File: src/rtl/uart_cmd_resp.sv
// 8N1 UART responder: assembles byte pairs into 16-bit commands and serializes 8-bit responses.
// Optional UART_CMD_BYTE_TIMEOUT_EN drops a lone high byte after 2**TO_BITS-1 idle clocks.
module uart_cmd_resp #(
    parameter int BAUD_DIV = 2604,
    parameter int TO_BITS  = 22
) (
    input  logic        clk,
    input  logic        rst,
    input  logic        i_rx,
    output logic        o_tx,
    output logic [15:0] o_cmd,
    output logic        o_cmd_rdy,
    input  logic        i_clr_cmd_rdy,
    input  logic [7:0]  i_resp,
    input  logic        i_send_resp,
    output logic        o_resp_sent,
    output logic        o_frm_err
);

    if (BAUD_DIV < 16 || BAUD_DIV > 4095 || TO_BITS < 2) begin : g_bad_param
        $error("uart_cmd_resp: BAUD_DIV must be 16..4095 and TO_BITS >= 2");
    end

    localparam logic [11:0] L_FULL = 12'(BAUD_DIV - 1);
    localparam logic [11:0] L_HALF = 12'(BAUD_DIV / 2);

    typedef enum logic [1:0] {RX_IDLE, RX_START, RX_DATA, RX_STOP} rx_state_t;
    typedef enum logic {TX_IDLE, TX_XMIT} tx_state_t;

    rx_state_t   r_rx_state;
    logic        r_rx_s1, r_rx_s2, r_rx_s3;
    logic [11:0] r_rx_cnt;
    logic [2:0]  r_rx_bits;
    logic [7:0]  r_rx_sr;
    logic        r_rx_done;
    logic        r_frm_err;
    logic        r_hi_pending;
    logic [15:0] r_cmd;
    logic        r_cmd_rdy;
    tx_state_t   r_tx_state;
    logic [9:0]  r_tx_sr;
    logic [11:0] r_tx_cnt;
    logic [3:0]  r_tx_bits;
    logic        r_resp_sent;
    logic        w_rx_fall;

    assign w_rx_fall = r_rx_s3 & ~r_rx_s2;

    // NOTE: synchronizer flops reset to 1 (line idle) so leaving reset never fakes a start edge.
    always_ff @(posedge clk or posedge rst) begin
        if (rst) begin
            r_rx_s1    <= 1'b1;
            r_rx_s2    <= 1'b1;
            r_rx_s3    <= 1'b1;
            r_rx_state <= RX_IDLE;
            r_rx_cnt   <= '0;
            r_rx_bits  <= '0;
            r_rx_sr    <= '0;
            r_rx_done  <= 1'b0;
            r_frm_err  <= 1'b0;
        end else begin
            r_rx_s1   <= i_rx;
            r_rx_s2   <= r_rx_s1;
            r_rx_s3   <= r_rx_s2;
            r_rx_done <= 1'b0;
            r_frm_err <= 1'b0;
            case (r_rx_state)
                RX_IDLE: begin
                    if (w_rx_fall) begin
                        r_rx_cnt   <= L_HALF;
                        r_rx_state <= RX_START;
                    end
                end
                RX_START: begin
                    if (r_rx_cnt != 12'd0) begin
                        r_rx_cnt <= r_rx_cnt - 12'd1;
                    end else if (!r_rx_s2) begin
                        r_rx_cnt   <= L_FULL;
                        r_rx_bits  <= '0;
                        r_rx_state <= RX_DATA;
                    end else begin
                        r_rx_state <= RX_IDLE;
                    end
                end
                RX_DATA: begin
                    if (r_rx_cnt != 12'd0) begin
                        r_rx_cnt <= r_rx_cnt - 12'd1;
                    end else begin
                        r_rx_sr   <= {r_rx_s2, r_rx_sr[7:1]};
                        r_rx_cnt  <= L_FULL;
                        r_rx_bits <= r_rx_bits + 3'd1;
                        if (r_rx_bits == 3'd7) r_rx_state <= RX_STOP;
                    end
                end
                RX_STOP: begin
                    if (r_rx_cnt != 12'd0) begin
                        r_rx_cnt <= r_rx_cnt - 12'd1;
                    end else begin
                        r_rx_state <= RX_IDLE;
                        if (r_rx_s2) r_rx_done <= 1'b1;
                        else         r_frm_err <= 1'b1;
                    end
                end
                default: r_rx_state <= RX_IDLE;
            endcase
        end
    end

`ifdef UART_CMD_BYTE_TIMEOUT_EN
    logic [TO_BITS-1:0] r_to_cnt;
`endif

    // A completed low byte sets cmd_rdy and takes priority over a same-cycle clear.
    always_ff @(posedge clk or posedge rst) begin
        if (rst) begin
            r_cmd        <= '0;
            r_cmd_rdy    <= 1'b0;
            r_hi_pending <= 1'b0;
`ifdef UART_CMD_BYTE_TIMEOUT_EN
            r_to_cnt     <= '0;
`endif
        end else begin
            if (i_clr_cmd_rdy) r_cmd_rdy <= 1'b0;
            if (r_rx_done) begin
                if (!r_hi_pending) begin
                    r_cmd[15:8]  <= r_rx_sr;
                    r_hi_pending <= 1'b1;
                    r_cmd_rdy    <= 1'b0;
                end else begin
                    r_cmd[7:0]   <= r_rx_sr;
                    r_hi_pending <= 1'b0;
                    r_cmd_rdy    <= 1'b1;
                end
            end else if (r_frm_err) begin
                r_hi_pending <= 1'b0;
            end
`ifdef UART_CMD_BYTE_TIMEOUT_EN
            if (r_rx_done || !r_hi_pending) begin
                r_to_cnt <= '0;
            end else if (&r_to_cnt) begin
                r_to_cnt     <= '0;
                r_hi_pending <= 1'b0;
            end else begin
                r_to_cnt <= r_to_cnt + 1'b1;
            end
`endif
        end
    end

    always_ff @(posedge clk or posedge rst) begin
        if (rst) begin
            r_tx_state  <= TX_IDLE;
            r_tx_sr     <= '1;
            r_tx_cnt    <= '0;
            r_tx_bits   <= '0;
            r_resp_sent <= 1'b1;
        end else begin
            case (r_tx_state)
                TX_IDLE: begin
                    if (i_send_resp) begin
                        r_tx_sr     <= {1'b1, i_resp, 1'b0};
                        r_tx_cnt    <= L_FULL;
                        r_tx_bits   <= '0;
                        r_resp_sent <= 1'b0;
                        r_tx_state  <= TX_XMIT;
                    end
                end
                TX_XMIT: begin
                    if (r_tx_cnt != 12'd0) begin
                        r_tx_cnt <= r_tx_cnt - 12'd1;
                    end else if (r_tx_bits == 4'd9) begin
                        // Back-to-back request at completion restarts without raising resp_sent.
                        if (i_send_resp) begin
                            r_tx_sr   <= {1'b1, i_resp, 1'b0};
                            r_tx_cnt  <= L_FULL;
                            r_tx_bits <= '0;
                        end else begin
                            r_tx_sr     <= '1;
                            r_resp_sent <= 1'b1;
                            r_tx_state  <= TX_IDLE;
                        end
                    end else begin
                        r_tx_sr   <= {1'b1, r_tx_sr[9:1]};
                        r_tx_cnt  <= L_FULL;
                        r_tx_bits <= r_tx_bits + 4'd1;
                    end
                end
                default: r_tx_state <= TX_IDLE;
            endcase
        end
    end

    assign o_tx        = r_tx_sr[0];
    assign o_cmd       = r_cmd;
    assign o_cmd_rdy   = r_cmd_rdy;
    assign o_resp_sent = r_resp_sent;
    assign o_frm_err   = r_frm_err;

endmodule

File: config.mk
export PLATFORM = sky130hd
export DESIGN_NAME = uart_cmd_resp
export DESIGN_NICKNAME = d
export VERILOG_FILES = /design/src/rtl/uart_cmd_resp.sv
export SDC_FILE = /design/constraint.sdc
export NUM_CORES = 1
export LEC_CHECK = 0
export ABC_AREA = 1
export CAP_MARGIN = 10
export CORE_ASPECT_RATIO = 1.5
export CORE_MARGIN = 5
export CORE_UTILIZATION = 35
export CTS_CLUSTER_SIZE = 28
export DETAILED_ROUTE_END_ITERATION = 8
export GPL_TIMING_DRIVEN = 1
export PLACE_DENSITY = 0.53
export SETUP_SLACK_MARGIN = 0.3
export SYNTH_ARGS = -nofsm -noshare
export SYNTH_HDL_FRONTEND = slang
export SYNTH_SLANG_ARGS = --single-unit
export TNS_END_PERCENT = 20
File: constraint.sdc
create_clock -name clk -period 3.37 [get_ports clk]
set_input_delay 0.674 -clock clk [delete_from_list [all_inputs] [get_ports clk]]
set_output_delay 0.674 -clock clk [all_outputs]
set_load 0.02 [all_outputs]
---- After elaboration in Yosys (flattened, before gate mapping) ----
Cells that the tools add are included.
storage, ports and cells
  flip-flop bits (word level) ............. 76
  logic and storage cells ................. 109
  bits in latches ......................... 0
  input bits .............................. 13
  bits in writable memories ............... 0
  memories ................................ 0
  output and inout bits ................... 20
  bits in read-only memories .............. 0
operators by class
  multiply operators ...................... 0
  div/mod/pow operators ................... 0
  $add $sub $neg .......................... 4
  muxes and demuxes ....................... 51
  bitwise operators ....................... 5
  shift operators ......................... 0
  reductions and logical operators ........ 14
  equality and inequality tests ........... 17
  $lt $le $gt $ge ......................... 0
operators with widths
  operator               number
  $mux 12                8
  $pmux 12 s4            1
  $mux 10                3
  $pmux 12 s2            1
  $reduce_bool 12->1     2
  $sub 12x1->12 const B  2
  $ne 2x2->1 const B     10
  $pmux 10 s2            1
  $mux 1                 19
  $mux 2                 6
  $mux 4                 3
  $mux 3                 3
  $mux 9                 1
  $pmux 2 s4             1
  $pmux 4 s2             1
  $reduce_and 2->1       4
  $reduce_and 4->1       2
  $pmux 3 s2             1
  $reduce_bool 2->1      3
  $reduce_and 5->1       1
  $add 4x1->4 const B    1
  $eq 2x2->1 const B     2
  $eq 4x4->1 const B     1
  $not 1->1              4
  9 further kinds        10

---- Longest topological paths before layout ----
  word-level depth ........................ 4
  mapped depth ............................ 10
  depth with buffers taken out ............ 10

---- Least setup slack after synthesis ----
Ideal clock, no wire load.
  kind .................................... register -> register
  start ................................... reg r_rx_cnt[0]
  end ..................................... reg r_rx_cnt[7]
  arrival ................................. 1362 ps
  clock period less this slack ............ 1434 ps
  setup slack ............................. 1936 ps
  path buffers ............................ 0
  cell stages (with the launch flop) ...... 11
  library setup time ...................... 71 ps
  required time ........................... 3299 ps
  path through ............................ dfrtp_1 -> inv_1 -> ha_1 -> nand2_1 -> nor2_2 -> nand3_4 -> nand2_4 -> inv_4 -> nand2_2 -> nand2_1 -> nor2_1
between the ends
  longest elaborated chain between the ends .. 3
  elaborated cells on any way between the ends .. 9
  classes of those cells .................. add/sub (1); eq/ne (2); mux (4); reduce/logical (2)
ends and longest elaborated chain
  element                                              RTL line  text
  start: declaration                                   32        logic [11:0] r_rx_cnt;
  start signal: assignment                             76        r_rx_cnt <= r_rx_cnt - 12'd1;
  start signal: assignment                             87        r_rx_cnt <= r_rx_cnt - 12'd1;
  start signal: assignment                             97        r_rx_cnt <= r_rx_cnt - 12'd1;
  $sub 12x1->12 or $reduce_bool 12->1 (tied branches)  n/a
  $mux 12 (tied with other cells)                      96        if (r_rx_cnt != 12'd0) begin
  $pmux 12 s4 or $reduce_and 3->1 (tied branches)      n/a
Parallel ways exist; a longest one is shown, timed or not. The select of a mux whose other input is x is not followed.
A chain may end at the register's enable or synchronous reset.

---- Worst setup path after layout ----
  start ................................... reg r_resp_sent, in the netlist o_resp_sent
  end ..................................... out o_resp_sent
RTL lines
  element                   RTL line  text
  start: declaration        44        logic r_resp_sent;
  start signal: assignment  156       r_resp_sent <= 1'b1;
  start signal: assignment  164       r_resp_sent <= 1'b0;
  start signal: assignment  179       r_resp_sent <= 1'b1;
  end: declaration          16        output logic o_resp_sent,
No word-level cell between the ends.

==> metrics.md <==
| Metric | Value |
|---|---|
| Status | `finished, final reports clean` |
| Final estimated routing congestion in global placement | `0.839` |
| TNS Setup | `0 ps` |
| Die H | `140 um` |
| R2r setup slk | `1640 ps` |
| Critical Path AT | `approximately 1500 ps` |
| Number of cells on the worst reg-to-reg path | `8` |
| Setup Crit Path Kind | `flip-flop to output port` |
| Slowest cell on the critical path | `clkdlybuf4s50_1` |
| CP bufs+invs | `1` |
| Ys flop type | `dfrtp_1` |
| CTS H-Tree Depth | `3` |
| Post-synth ARST share | `1.00` |
| Worst Setup SP | `o_resp_sent` |
| Tcrit/Tclk final | `0.635` |
| DRT iter0 DRCs | `roughly 130` |
| Detailed placement HPWL | `roughly 6300 um` |
| IO Pins | `33` |
| GR Overflow Total | `0` |
| CTS Hold Bufs | `0` |
| Syn nets | `503` |
| CTS Root Cell | `clkbuf_16` |
| TritonCTS clock tree | `built` |
| Critical path depth | `1` |
| Vias post-DR | `between 3000 and 4000` |
| CP top delay family | `buffers and inverters` |
| Syn Std Cell Area | `around 4000 um^2` |
| RSZ-0062 raised after global routing | `no` |
| Total Power | `3.19 mW` |
| Max_cap viols | `0` |
| Post-synth cell types | `36` |
| Initial antenna violation count | `0` |
| R2r endpoint | `r_rx_cnt[10]` |
| Number of I/O port buffers | `32` |
| CTS Buf Count | `9` |
| DRC Markers | `0` |
| Die area | `roughly 14000 um^2` |
| Via density per instance | `approximately 4.7` |
| P per Cell Area | `670 nW/um^2` |
| Die Wd | `97.0 um` |
| Final ANT Viol Nets | `0` |
| Postcts setup bufs | `0` |
| Max_slew headroom | `0.671` |
| Synthesis-stage register bit count | `75` |
| Vias in the first global route | `3212` |
| Crit path capture | `o_resp_sent` |
| Pin count of the biggest net entering global routing | `68` |
| Clk sinks | `between 70 and 80` |
| Row count | `between 40 and 50` |
| Static Leak | `2.23 nW` |
| Setup crit start kind | `flip-flop` |
| Share of the synthesized area in the top cell type | `0.391` |
| Fmax | `467 MHz` |
| Routed len/inst | `~13 um` |
| Worst-margin pin slew | `493 ps` |
| Number of nets in the layout | `approximately 540` |
| Slew Limit Fails | `0` |
| Syn_area_per_cell | `around 8.3 um^2` |
| Total GRT Usage | `0.131` |
| CP max stage delay | `approximately 600 ps` |
| Final Skew | `5.44 ps` |
| Worst EP required | `around 2700 ps` |
| Area contributors post-synth | `dfrtp_1 (39%), nand2_1 (11%), dfstp_2 (8.6%)` |
| Top cell type by total area after synthesis | `dfrtp_1` |
| Post-cts sizing count | `0` |
| First-pass DRT Iterations | `4` |
| Final Hold Viols | `0` |
| Ratio of cells with drive above 1 in the final layout | `0.150` |
| Final wirelength | `between 8000 and 9000 um` |
| Clock buffer depth | `2` |
| Setup violators final | `0` |
| Area delta synth->final | `19.8%` |
| Ant. Diodes | `0` |
| Yosys warnings | `0` |
| Clock-pin slew on the worst setup and hold paths | `about 60 ps` |
| Reg-to-reg startpoint | `r_rx_state[0]` |
| Core ar. | `between 10000 and 15000 um^2` |
| CP Capture Type | `output port` |
| Clock Latency Late Sink | `330 ps` |
| Maximum vdd ir drop | `~0.29 mV` |
| Critical path cell sequence | `clkdlybuf4s50_1` |
| Post-synthesis sequential area ratio | `0.477` |
| EDFF count, synth | `0` |
| Worst min path class | `flip-flop to flip-flop` |
| Starting Density | `0.359` |
| Crit path max fanout | `3` |
| Fin crit period | `between 2000 and 2500 ps` |
| Post-Syn Instances | `roughly 480` |
| Global-route wire length before repair | `14600 um` |
==> how the worst min path moves through the flow <==
stage               startpoint      end  slack (ps)  depth (start not counted)
finish                 r_rx_s1  r_rx_s2         350                          0
global route           r_rx_s1  r_rx_s2         360                          0
CTS                    r_rx_s1  r_rx_s2         350                          0
detailed placement     r_rx_s1  r_rx_s2         350                          0
global placement       r_rx_s1  r_rx_s2         350                          0
floorplan              r_rx_s1  r_rx_s2         350                          0
==> placed cells by master (no fill, tap or decap), drive strengths merged <==
master and instances:
clkbuf 11, buf 1, bufinv 2, or2 2
nor2 53, clkdlybuf4s50 32, inv 66, nand4 6
o21ai 52, clkinv 2, a31oi 1, a21oi 11
o211ai 1, nor3 7, ha 13, nand3b 2
clkinvlp 1, xor2 6, xnor2 1, nand2 130
o22ai 7, dfrtp 62, nand3 35, dfstp 13
o21a 1, a21boi 1, o2111ai 1
==> area by class of cell <==
type,count,area (um^2)
clock buffer,11,233
clock inverter,5,77.6
fill,1171,6300
inverter,66,250
multi-input combinational,330,1780
sequential,75,1890
tap,147,184
timing repair buffer,33,340
==> flip-flops by register name, indices dropped and copies added, names as in the netlist, named ones only <==
name / count
r_rx_s2: 1
r_rx_bits: 3
r_tx_sr: 9
r_tx_cnt: 12
r_hi_pending: 1
r_tx_state: 1
o_cmd: 16
o_resp_sent: 1
r_rx_cnt: 12
o_frm_err: 1
r_rx_state: 1
r_rx_sr: 8
r_tx_bits: 4
r_rx_done: 1
r_rx_s1: 1
r_rx_s3: 1
o_cmd_rdy: 1
==> per-layer routing <==
| metal | global-route usage | vias up | share of wire |
|---|---|---|---|
| met1 | 0.143 | 1456 | 0.42 |
| met4 | 0.0673 | 0 | 0.031 |
| met5 | 0 | - | 0 |
| met2 | 0.237 | 45 | 0.52 |
| li1 | - | 1601 | - |
| met3 | 0.0299 | 18 | 0.026 |
==> synthesized netlist by cell type, types with 7 or more instances <==
| cell | number |
|---|---|
| inv_1 | 59 |
| nand2_1 | 120 |
| o21ai_0 | 34 |
| dfrtp_1 | 62 |
| nand3_1 | 33 |
| a21oi_1 | 9 |
| nor2_1 | 43 |
| dfstp_2 | 13 |
| ha_1 | 13 |
| o21ai_2 | 14 |
| o22ai_1 | 7 |
==> per-stage QoR <==
| stage | worst slack (ps) | utilization | hold WS [ps] | instance area (um^2) | instances |
|---|---|---|---|---|---|
| 6_report | 1230 | 0.430 | 355 | 4760 | 667 |
| 5_1_grt | 1190 | 0.430 | 357 | 4760 | 667 |
| 3_3_place_gp | 1230 | 0.402 | 348 | 4450 | 651 |
| 4_1_cts | 1210 | 0.430 | 355 | 4760 | 667 |
| 3_5_place_dp | 1200 | 0.402 | 347 | 4450 | 651 |
| 2_1_floorplan | 808 | - | 345 | 3970 | 477 |
==> kinds of logic (layout without fill, tap and decap cells) <==
kind of cell / count (synthesis) / after routing / synth area share
fa+ha+maj: 13 / 13 / 0.0409
flops: 75 / 75 / 0.477
xor+xnor: 7 / 7 / 0.0154
compound gates: 75 / 75 / 0.115
simple gates: 235 / 235 / 0.277
buf+inv: 72 / 115 / 0.0753
==> power breakdown <==
part / switching, mW / internal, mW / total, mW
clock network: 0.355 / 0.646 / 1.00
registers: 0.159 / 1.06 / 1.22
logic: 0.624 / 0.347 / 0.971
total: 1.14 / 2.05 / 3.19
Note: power is estimated with default switching activity, not from simulation.
